<file path="config.mk">
export PLATFORM = sky130hd
export DESIGN_NAME = counter_capture_fifo
export DESIGN_NICKNAME = d
export VERILOG_FILES = /design/src/rtl/counter_capture_pkg.sv /design/src/rtl/cap_sync_fifo.sv /design/src/rtl/counter_capture_fifo.sv
export SDC_FILE = /design/constraint.sdc
export NUM_CORES = 1
export LEC_CHECK = 0
export ABC_AREA = 1
export CORE_MARGIN = 2
export CORE_UTILIZATION = 25
export DETAILED_ROUTE_END_ITERATION = 7
export PLACE_DENSITY = 0.39
export SLEW_MARGIN = 20
export SYNTH_ARGS = -nofsm -noshare
export SYNTH_HDL_FRONTEND = slang
export SYNTH_HIERARCHICAL = 1
export SYNTH_SLANG_ARGS = --single-unit
</file>
<file path="constraint.sdc">
create_clock -name clk -period 2.2 [get_ports clk]
set_input_delay 0.22 -clock clk [delete_from_list [all_inputs] [get_ports clk]]
set_output_delay 0.22 -clock clk [all_outputs]
set_load 0.02 [all_outputs]
</file>
<file path="src/rtl/counter_capture_pkg.sv">
// Shared widths and the capture entry layout for the counter capture FIFO.
package counter_capture_pkg;
    localparam int CNT_W_DEF  = 4;
    localparam int EXT_W_DEF  = 12;
    localparam int DEPTH_DEF  = 4;
    localparam int DROP_W_DEF = 8;

    typedef struct packed {
        logic [EXT_W_DEF-1:0] ext;
        logic [CNT_W_DEF-1:0] cnt;
    } cap_entry_t;
endpackage

</file>
<file path="src/rtl/cap_sync_fifo.sv">
// Synchronous FIFO with registered full/empty flags; a push into a full FIFO
// is accepted only when a pop happens in the same cycle.
module cap_sync_fifo #(
    parameter int WIDTH = 16,
    parameter int DEPTH = 4
) (
    input  logic             clk,
    input  logic             reset,
    input  logic             push,
    input  logic [WIDTH-1:0] push_data,
    input  logic             pop,
    output logic [WIDTH-1:0] pop_data,
    output logic             full,
    output logic             empty
);
    localparam int AW = $clog2(DEPTH);

    logic [WIDTH-1:0] mem [DEPTH];
    logic [AW:0]      wr_ptr;
    logic [AW:0]      rd_ptr;
    logic [AW:0]      count;
    logic [AW:0]      count_nxt;
    logic             wr_en;
    logic             rd_en;

    assign rd_en    = pop && !empty;
    assign wr_en    = push && (!full || rd_en);
    assign pop_data = mem[rd_ptr[AW-1:0]];

    always_comb begin
        count_nxt = count;
        case ({wr_en, rd_en})
            2'b10:   count_nxt = count + 1'b1;
            2'b01:   count_nxt = count - 1'b1;
            default: count_nxt = count;
        endcase
    end

    // Flags are registered from the next occupancy so they never glitch.
    always_ff @(posedge clk) begin
        if (reset) begin
            wr_ptr <= '0;
            rd_ptr <= '0;
            count  <= '0;
            full   <= 1'b0;
            empty  <= 1'b1;
            for (int i = 0; i < DEPTH; i++) begin
                mem[i] <= '0;
            end
        end else begin
            if (wr_en) begin
                mem[wr_ptr[AW-1:0]] <= push_data;
                wr_ptr              <= wr_ptr + 1'b1;
            end
            if (rd_en) begin
                rd_ptr <= rd_ptr + 1'b1;
            end
            count <= count_nxt;
            full  <= (count_nxt == (AW+1)'(DEPTH));
            empty <= (count_nxt == '0);
        end
    end
endmodule

</file>
<file path="src/rtl/counter_capture_fifo.sv">
// Extends an upstream 4-bit counter with a wrap counter and queues timestamp
// snapshots taken on capture_req; also flags upstream overflow edges.
module counter_capture_fifo
    import counter_capture_pkg::*;
#(
    parameter int CNT_W  = CNT_W_DEF,
    parameter int EXT_W  = EXT_W_DEF,
    parameter int DEPTH  = DEPTH_DEF,
    parameter int DROP_W = DROP_W_DEF
) (
    input  logic                   clk,
    input  logic                   reset,
    input  logic [CNT_W-1:0]       cnt_in,
    input  logic                   ovf_in,
    input  logic                   capture_req,
    output logic                   cap_valid,
    input  logic                   cap_ready,
    output logic [EXT_W+CNT_W-1:0] cap_data,
    output logic                   fifo_full,
    output logic [DROP_W-1:0]      drop_count,
    output logic                   ovf_seen,
    output logic                   ovf_rise
);
    logic [CNT_W-1:0] cnt_q;
    logic             prim;
    logic [EXT_W-1:0] ext_cnt;
    logic [EXT_W-1:0] ext_nxt;
    logic             wrap;
    logic             pop;
    logic             fifo_empty;

    // A wrap is only the all-ones -> zero step; other jumps (upstream reset) are ignored.
    assign wrap    = prim && (cnt_q == '1) && (cnt_in == '0);
    assign ext_nxt = ext_cnt + {{(EXT_W-1){1'b0}}, wrap};

    // Handshake: the head on cap_data transfers on any edge where cap_valid && cap_ready;
    // cap_data holds steady while cap_valid is high and cap_ready is low.
    assign pop       = cap_valid && cap_ready;
    assign cap_valid = !fifo_empty;

    cap_sync_fifo #(
        .WIDTH (EXT_W + CNT_W),
        .DEPTH (DEPTH)
    ) u_fifo (
        .clk       (clk),
        .reset     (reset),
        .push      (capture_req),
        .push_data ({ext_nxt, cnt_in}),
        .pop       (pop),
        .pop_data  (cap_data),
        .full      (fifo_full),
        .empty     (fifo_empty)
    );

    always_ff @(posedge clk) begin
        if (reset) begin
            cnt_q      <= '0;
            prim       <= 1'b0;
            ext_cnt    <= '0;
            drop_count <= '0;
            ovf_seen   <= 1'b0;
            ovf_rise   <= 1'b0;
        end else begin
            cnt_q    <= cnt_in;
            prim     <= 1'b1;
            ext_cnt  <= ext_nxt;
            ovf_seen <= ovf_in;
            ovf_rise <= ovf_in && !ovf_seen;
            if (capture_req && fifo_full && !pop && (drop_count != '1)) begin
                drop_count <= drop_count + 1'b1;
            end
        end
    end
endmodule

</file>
Word level (Yosys, flattened, before mapping)
Memory sizes are Yosys's and may differ from the RTL's. A register that Yosys moved wholly into a read port is not among the register bits.
Cells that the tools add are included.
- register bits after elaboration: 38
- bits in writable memories: 64
- input bits: 9
- output and inout port bits: 28
- memories kept: 1
- add/sub/neg operators: 6
- equal/unequal tests: 5
- mux-type cells: 12
- reductions and logical operators: 17
- memories (memory ; words ; width ; read ports ; clocked after Yosys merged registers in ; wr ports ; line ; RTL):
    u_fifo.mem ; 4 ; 16 ; 1 ; 1 ; 4 ; cap_sync_fifo.sv:18 ; logic [WIDTH-1:0] mem [DEPTH];
- operators by type and width (operator ; number):
    $mux W16 ; 1
    $reduce_or A16 Y1 ; 1
    $add A12 B1 Y12 ; 1
    $add A3 B1 Y3 const B ; 3
    $logic_and A1 B1 Y1 ; 9
    $add A8 B1 Y8 const B ; 1
    $ne A8 B8 Y1 const B ; 1
    $mux W1 ; 7
    $mux W2 ; 3
    $pmux W3 S2 ; 1
    $eq A4 B4 Y1 const B ; 1
    $logic_not A1 Y1 ; 4
    $logic_not A4 Y1 ; 1
    $eq A3 B3 Y1 const B ; 1
    $logic_not A3 Y1 ; 1
    $sub A3 B1 Y3 const B ; 1
    $eq A2 B1 Y1 const B ; 1
    $eq A2 B2 Y1 const B ; 1
    $logic_or A1 B1 Y1 ; 1

Depth between registers and ports, before layout
Gate-level depths: netlist of the first run.
- depth after elaboration: 10
- gate-level depth with buffers: 16
- depth with buffers taken out: 16

By module
Netlist of the first run, hierarchy kept.
- by module, submodules not included (module ; times used ; cells an instance ; area an instance (um^2)):
    cap_sync_fifo ; 1 ; 326 ; 3387.0
    counter_capture_fifo ; 1 ; 192 ; 1357.6

Worst setup path before layout of the first run
Ideal clock, no wire load.
- path kind: reg-to-reg
- start: register u_fifo.empty
- end: memory u_fifo.mem[3][0], enable pin
- library setup time: 411 ps
- data arrival time: 2030 ps
- data required time: 1789 ps
- setup slack: -242 ps
- cell stages (with the launch flop): 8
- path buffers: 0
- path through: dfxtp_1 inv_1 nand2_1 inv_1 nand2_1 nand2_2 nand2_1 o21ai_0
- RTL lines (element ; line ; RTL):
    from (decl) ; cap_sync_fifo.sv:14 ; output logic empty
    from (signal assigned) ; cap_sync_fifo.sv:60 ; empty <= (count_nxt == '0);
    to (decl) ; cap_sync_fifo.sv:18 ;

==> results.json, run 1 <==
{
  "regArea_mm2": 0.002684,
  "p_leak_nw": 2.468,
  "maxCapViolCount": 0,
  "hpwl_um": 7583,
  "worstPathCellList": "clkdlybuf4s50_1, inv_1, nand4_1, nor3_2, buf_4, ha_4, ha_1, inv_1, nor2_2, inv_1, or2_1, nand2_1, inv_2, nor2_4, inv_2, nor2_1",
  "via_per_inst": 4.244,
  "cts-root-buf": "clkbuf_16",
  "tightestPinTransition_ps": 430.1,
  "p_per_area_mw_per_mm2": 702.1,
  "slew_viol_final": 0,
  "clk_latency_ps": 350,
  "first_pass_iters": 4,
  "worstSetupStartpointType": "input port",
  "syn_inst": 518,
  "rsz0062_at_grt": "no",
  "peakVddDrop_mv": 0.3707,
  "synth_cell_types": 31,
  "wl_per_cell_um": 13.62,
  "hold_path.class": "in -> reg",
  "fillers": 1959,
  "synth_nets": 533,
  "grt_pass1_vias": 3467,
  "clk_pin_slew_ps": 70,
  "cts_buffer_depth": 2,
  "seq_area_frac_synth": 0.5654,
  "track_usage": 0.1186,
  "antenna_found_initial": 0,
  "antenna_cells": 0,
  "cts_tree": "done",
  "end_kind": "flip-flop",
  "finalNetCount": 607,
  "numPortBuffers": 36,
  "slowest_delay_ps": 410,
  "final_util": 0.3252,
  "gp_congestion": 0.7580,
  "multi_input_area_mm2": 0.001690,
  "yosys_warnings": 6,
  "hold_buffers": 0,
  "wirelength_um": 11320,
  "grt-ovfl-total": 0,
  "row_count": 50,
  "crit_top_cell": "inv_1",
  "first_iter_violations": 145,
  "finalPower_mw": 4.256,
  "dieArea_mm2": 0.02010,
  "skew_ps": 9.945,
  "setup_viol": 0,
  "ant_nets": 0,
  "ys_ff_latch": 102,
  "grt_pass1_wl_um": 18220,
  "synth_area_mm2": 0.004745,
  "cp_data_arrival_time_ps": 2240,
  "avgSynthCellArea_um2": 9.159,
  "clock.fmax_ghz": 0.4922,
  "h-tree-depth": 3,
  "maxSlewHeadroom": 0.7128,
  "worstSetupPathType": "in -> reg",
  "io_pins": 37,
  "crit_path_top_delay_cell": "clkdlybuf4s50_1",
  "period_share": 0.9236,
  "grt_max_degree": 25,
  "hold_violations": 0,
  "areaGrowthSynthToFinish_pct": 27.77,
  "cts_sinks": 102,
  "core-area_mm2": 0.01864,
  "status": "completed",
  "min_period_ps": 2032,
  "numCtsBuffers": 9,
  "drive_gt1_frac": 0.1977,
  "critPathRequiredTime_ps": 2410,
  "die_w_um": 141.8,
  "drc": 0,
  "crit_path_max_fanout": 2,
  "vias": 3527,
  "die_height_um": 141.8,
  "start_util": 0.2545
}
-- layout by cell type (no fill, tap or decap), types with 12 or more instances in the layout --
cell type        netlist  final
dfxtp_1               38     37
nor2_2                11     12
inv_1                 74     71
nor2_4                11     12
edfxtp_1              64     64
nand2_1               57     55
o22ai_1               17     17
buf_4                  0     33
clkdlybuf4s50_1        0     18
nor2_1               116    114
o21ai_0               41     38
inv_2                 11     14
-- cell usage after synthesis, drive strengths merged --
cell type / instances / area share
nor2: 139 / 0.14
inv: 87 / 0.070
edfxtp: 64 / 0.41
nand2: 64 / 0.055
o21ai: 41 / 0.043
dfxtp: 38 / 0.16
o22ai: 17 / 0.022
nand3: 14 / 0.023
a21oi: 12 / 0.014
clkbuf: 8 / 0.0063
nor3: 7 / 0.011
buf: 6 / 0.013
ha: 5 / 0.013
nand4: 5 / 0.0066
xor2: 5 / 0.0092
and2: 2 / 0.0026
o21bai: 2 / 0.0032
fa: 1 / 0.0042
or2: 1 / 0.0013
-- sequential cells by signal (all words and copies together) (netlist names), 2 cells and up, named ones only --
register	flops
drop_count	8
u_fifo/rd_ptr	2
cnt_q	4
u_fifo/mem	64
u_fifo/count	3
ext_cnt	12
u_fifo/wr_ptr	2
-- worst paths after layout --
check	from	end	slack [ps]	depth (start not counted)
worst max-delay path	cnt_in[0]	u_fifo/mem[1][8]$_SDFFCE_PN0P_	170	16
worst min-delay path	cnt_in[3]	cnt_q[3]$_SDFF_PP0_	160	3
worst max register to register	u_fifo/empty$_SDFF_PP1_	u_fifo/count[1]$_SDFF_PP0_	180	13
worst min register to register	ovf_seen$_SDFF_PP0_	ovf_rise$_SDFF_PP0_	410	1
-- what timing repair did --
item / CTS / global route
pin swaps: 0 / 7
endpoints found under the setup margin: 16 / 28
gates resized for setup: 10 / 25
buffers inserted: 0 / 3
gates cloned: 0 / 0
-- final cells by class --
| cell class | count | area share |
|---|---|---|
| Timing Repair Buffer | 77 | 0.1257 |
| Inverter | 87 | 0.05470 |
| Tap cell | 234 | 0.04830 |
| Multi-Input combinational cell | 315 | 0.2788 |
| Clock buffer | 10 | 0.03777 |
| Sequential cell | 102 | 0.4427 |
| Clock inverter | 6 | 0.01197 |
-- critical path, delay by kind of cell --
| family | cells | cell delay (ps) |
|---|---|---|
| simple gates | 7 | 890 |
| fa+ha+maj | 2 | 260 |
| buf+inv | 7 | 870 |
-- stage by stage --
step	std cells	hold WS, ps	setup WS (ps)	TNS [ps]	area [um2]
2_1_floorplan	518	289.1	-241.5	-11590	4745
3_3_place_gp	812	410.4	-308.8	-4891	5668
3_5_place_dp	812	416.4	-335.3	-6644	5668
4_1_cts	828	397.7	9.177	0	5959
5_1_grt	831	178.0	13.77	0	6062
6_report	831	161.7	168.1	0	6062
-- report_power, final --
group          total, mW  internal [mW]  switching [mW]
Combinational      0.480          0.179           0.300
Sequential          2.14           2.12          0.0277
Clock               1.63          0.896           0.738
-- metal layers --
layer / track usage / vias to the layer above / routed length (um) / share of wire
li1: - / 1815 / - / -
met1: 0.1538 / 1663 / 5404 / 0.48
met2: 0.1965 / 43 / 5531 / 0.49
met3: 0.02869 / 6 / 292 / 0.026
met4: 0.03579 / 0 / 93 / 0.0082
met5: 0 / - / 0 / 0
-- cell families (layout without fill, tap and decap cells) --
| logic type | count (synthesis) | count (layout) | synth area share |
|---|---|---|---|
| simple gates | 232 | 232 | 0.2360 |
| flops | 102 | 102 | 0.5654 |
| buf+inv | 101 | 180 | 0.08887 |
| compound gates | 72 | 72 | 0.08307 |
| fa+ha+maj | 6 | 6 | 0.01741 |
| xor+xnor | 5 | 5 | 0.009230 |
No activity file was read; power rests on OpenSTA's default activity.
==> run 2, diff against run 1 <==
- CAP_MARGIN: default -> 20
==> results of run 2 <==
No change in the layout: final DEF, timing and power equal those of run 1.
==> run 3, diff against run 2 <==
- CORE_ASPECT_RATIO: default -> 1.4
- CORE_MARGIN: 2 -> 1
- HOLD_SLACK_MARGIN: default -> 0.06
==> run 3 against run 2 <==
Effect of this change: first-iteration DRC count is 30% higher; non-clock buffer count stayed put; worst hold slack better by 5.3 ps; count of clock-buffer cells in the layout is 1 lower; global-route usage is 0.45 points higher; wire length is 1.8% lower; setup slack worse by 34 ps; clock skew is 2.1 ps lower; total power is 1.5% lower.
==> results.json, run 3 (synthesis results as in run 1) <==
{
  "cts_buffer_depth": 2,
  "r2r_start": "prim$_DFF_P_",
  "first_pass_iters": 4,
  "h-tree-depth": 3,
  "first_iter_violations": 189,
  "layout_common_cells": "nor2_1 (115), inv_1 (70), edfxtp_1 (64), nand2_1 (57)",
  "final_area_mm2": 0.006037,
  "core-area_mm2": 0.01860,
  "hold_violations": 0,
  "maxSlewHeadroom": 0.7258,
  "slowest_delay_ps": 620,
  "reg_top3": "u_fifo/mem (64), ext_cnt (12), drop_count (8)",
  "fillers": 1969,
  "clkPwrFrac": 0.376,
  "cts_sinks": 102,
  "hp-start": "cnt_in[0]",
  "slew_viol_final": 0,
  "peakVddDrop_mv": 0.4039,
  "p_sw_mw": 1.100,
  "min_period_ps": 2066,
  "crit_path_max_fanout": 32,
  "seq_power_share": 0.511,
  "critPathRequiredTime_ps": 1980,
  "grt_pass1_vias": 3661,
  "p_per_area_mw_per_mm2": 694.5,
  "status": "completed",
  "worstSetupStartpointType": "flip-flop",
  "end_kind": "output pin",
  "drive_gt1_frac": 0.1943,
  "worstSetupPathType": "reg -> out",
  "antenna_cells": 0,
  "hold_path_depth": 3,
  "dpl_cell_area_mm2": 0.005708,
  "p_sw_frac": 0.2624,
  "numPortBuffers": 36,
  "period_share": 0.9389,
  "maxCapViolCount": 0,
  "cp_top_family": "buffers and inverters",
  "clk_pin_slew_ps": 70,
  "drc": 0,
  "cts_tree": "done",
  "cts-root-buf": "clkbuf_16",
  "wl_per_cell_um": 13.22,
  "clock.fmax_ghz": 0.4841,
  "tightestPinTransition_ps": 410.7,
  "numCtsBuffers": 9,
  "start_util": 0.2550,
  "r2r_cells": 14,
  "row_count": 59,
  "final_common_cell": "nor2_1",
  "skew_ps": 7.892,
  "via_per_inst": 4.168,
  "ant_nets": 0,
  "grt_max_degree": 33,
  "setup_viol": 0,
  "clk_latency_ps": 350,
  "top_register": "u_fifo/mem",
  "p_leak_nw": 2.424,
  "io_pins": 37,
  "cp.depth": 5,
  "combPwrFrac": 0.113,
  "p_int_mw": 3.093,
  "dieArea_mm2": 0.01954,
  "track_usage": 0.1231,
  "worstPathCellList": "inv_1, buf_12, nor2_1, o22ai_1, clkdlybuf4s50_1",
  "wirelength_um": 11120,
  "hold_path.class": "in -> reg",
  "hpwl_um": 7575,
  "finalNetCount": 607,
  "cp_data_arrival_time_ps": 1850,
  "areaGrowthSynthToFinish_pct": 27.24,
  "critical_path_buf_inv_count": 3,
  "largest_reg_flops": 64,
  "gp_congestion": 0.7741,
  "grt-ovfl-total": 0,
  "grt_pass1_wl_um": 18400,
  "setup_tns_ps": 0,
  "die_height_um": 165,
  "die_w_um": 118.4,
  "final_util": 0.3245,
  "vias": 3505,
  "antenna_found_initial": 0,
  "crit_path_top_delay_cell": "clkdlybuf4s50_1"
}
## run 3: changes by cell type in the layout (fill, tap and decap cells not counted), sizes merged
cell	before	now
clkdlybuf4s50	18	20
dlymetal6s2s	9	6
clkbuf	10	9
bufinv	1	0
inv	88	93
clkinv	4	1
dlygate4sd2	9	10
## run 3: layout make-up
type / instances / area, um2 / share of cell area
clock buffer: 9 / 225.2 / 0.03731
tap: 244 / 305.3 / 0.05057
inverter: 87 / 331.6 / 0.05492
multi-input combinational: 315 / 1672 / 0.2769
sequential: 102 / 2684 / 0.4446
clock inverter: 7 / 61.31 / 0.01016
timing repair buffer: 77 / 758.2 / 0.1256
## run 3: worst paths after layout
path | to | slack (ps)
worst max-delay path | cap_data[10] | 130
worst min register to register | ovf_rise$_SDFF_PP0_ | 430
worst max register to register | u_fifo/mem[2][8]$_SDFFCE_PN0P_ | 200
worst min-delay path | cnt_q[0]$_SDFF_PP0_ | 170
## run 3: worst min-delay path: cells and delay by family
kind,cells,cell delay [ps]
buf+inv,2,220
simple gates,1,30
## run 3: power groups by stage
stage | clock, mW | sequential (mW) | combinational, mW
floorplan | 0 | 2.19 | 0.264
global placement | 0 | 2.19 | 0.502
detailed placement | 0 | 2.19 | 0.504
CTS | 1.64 | 2.14 | 0.488
global route | 1.70 | 2.15 | 0.523
finish | 1.58 | 2.14 | 0.474
## run 3: layer usage
layer  track usage  vias up  wire length, um
li1              -     1809                -
met1        0.1364     1641             4754
met2        0.2382       44             5886
met3       0.01761       11              295
met4       0.04315        0              185
met5             0        -                0
## run 3: repair_timing
item / 4_1_cts / 5_1_grt
buffers inserted: 0 / 1
endpoints found under the setup margin: 10 / 24
pin swaps: 0 / 1
resized for setup: 10 / 18
hold buffers: 0 / 0
## run 3: metrics by stage
step / power [mW] / cells / worst slack, ps / hold WS, ps
4_1_cts: 4.270 / 840 / 0.3728 / 403.3
6_report: 4.193 / 841 / 134.4 / 167.1
3_5_place_dp: 2.692 / 824 / -230.0 / 430.0
2_1_floorplan: 2.450 / 518 / -241.5 / 289.1
3_3_place_gp: 2.687 / 824 / -225.7 / 407.4
5_1_grt: 4.379 / 841 / -4.625 / 178.9
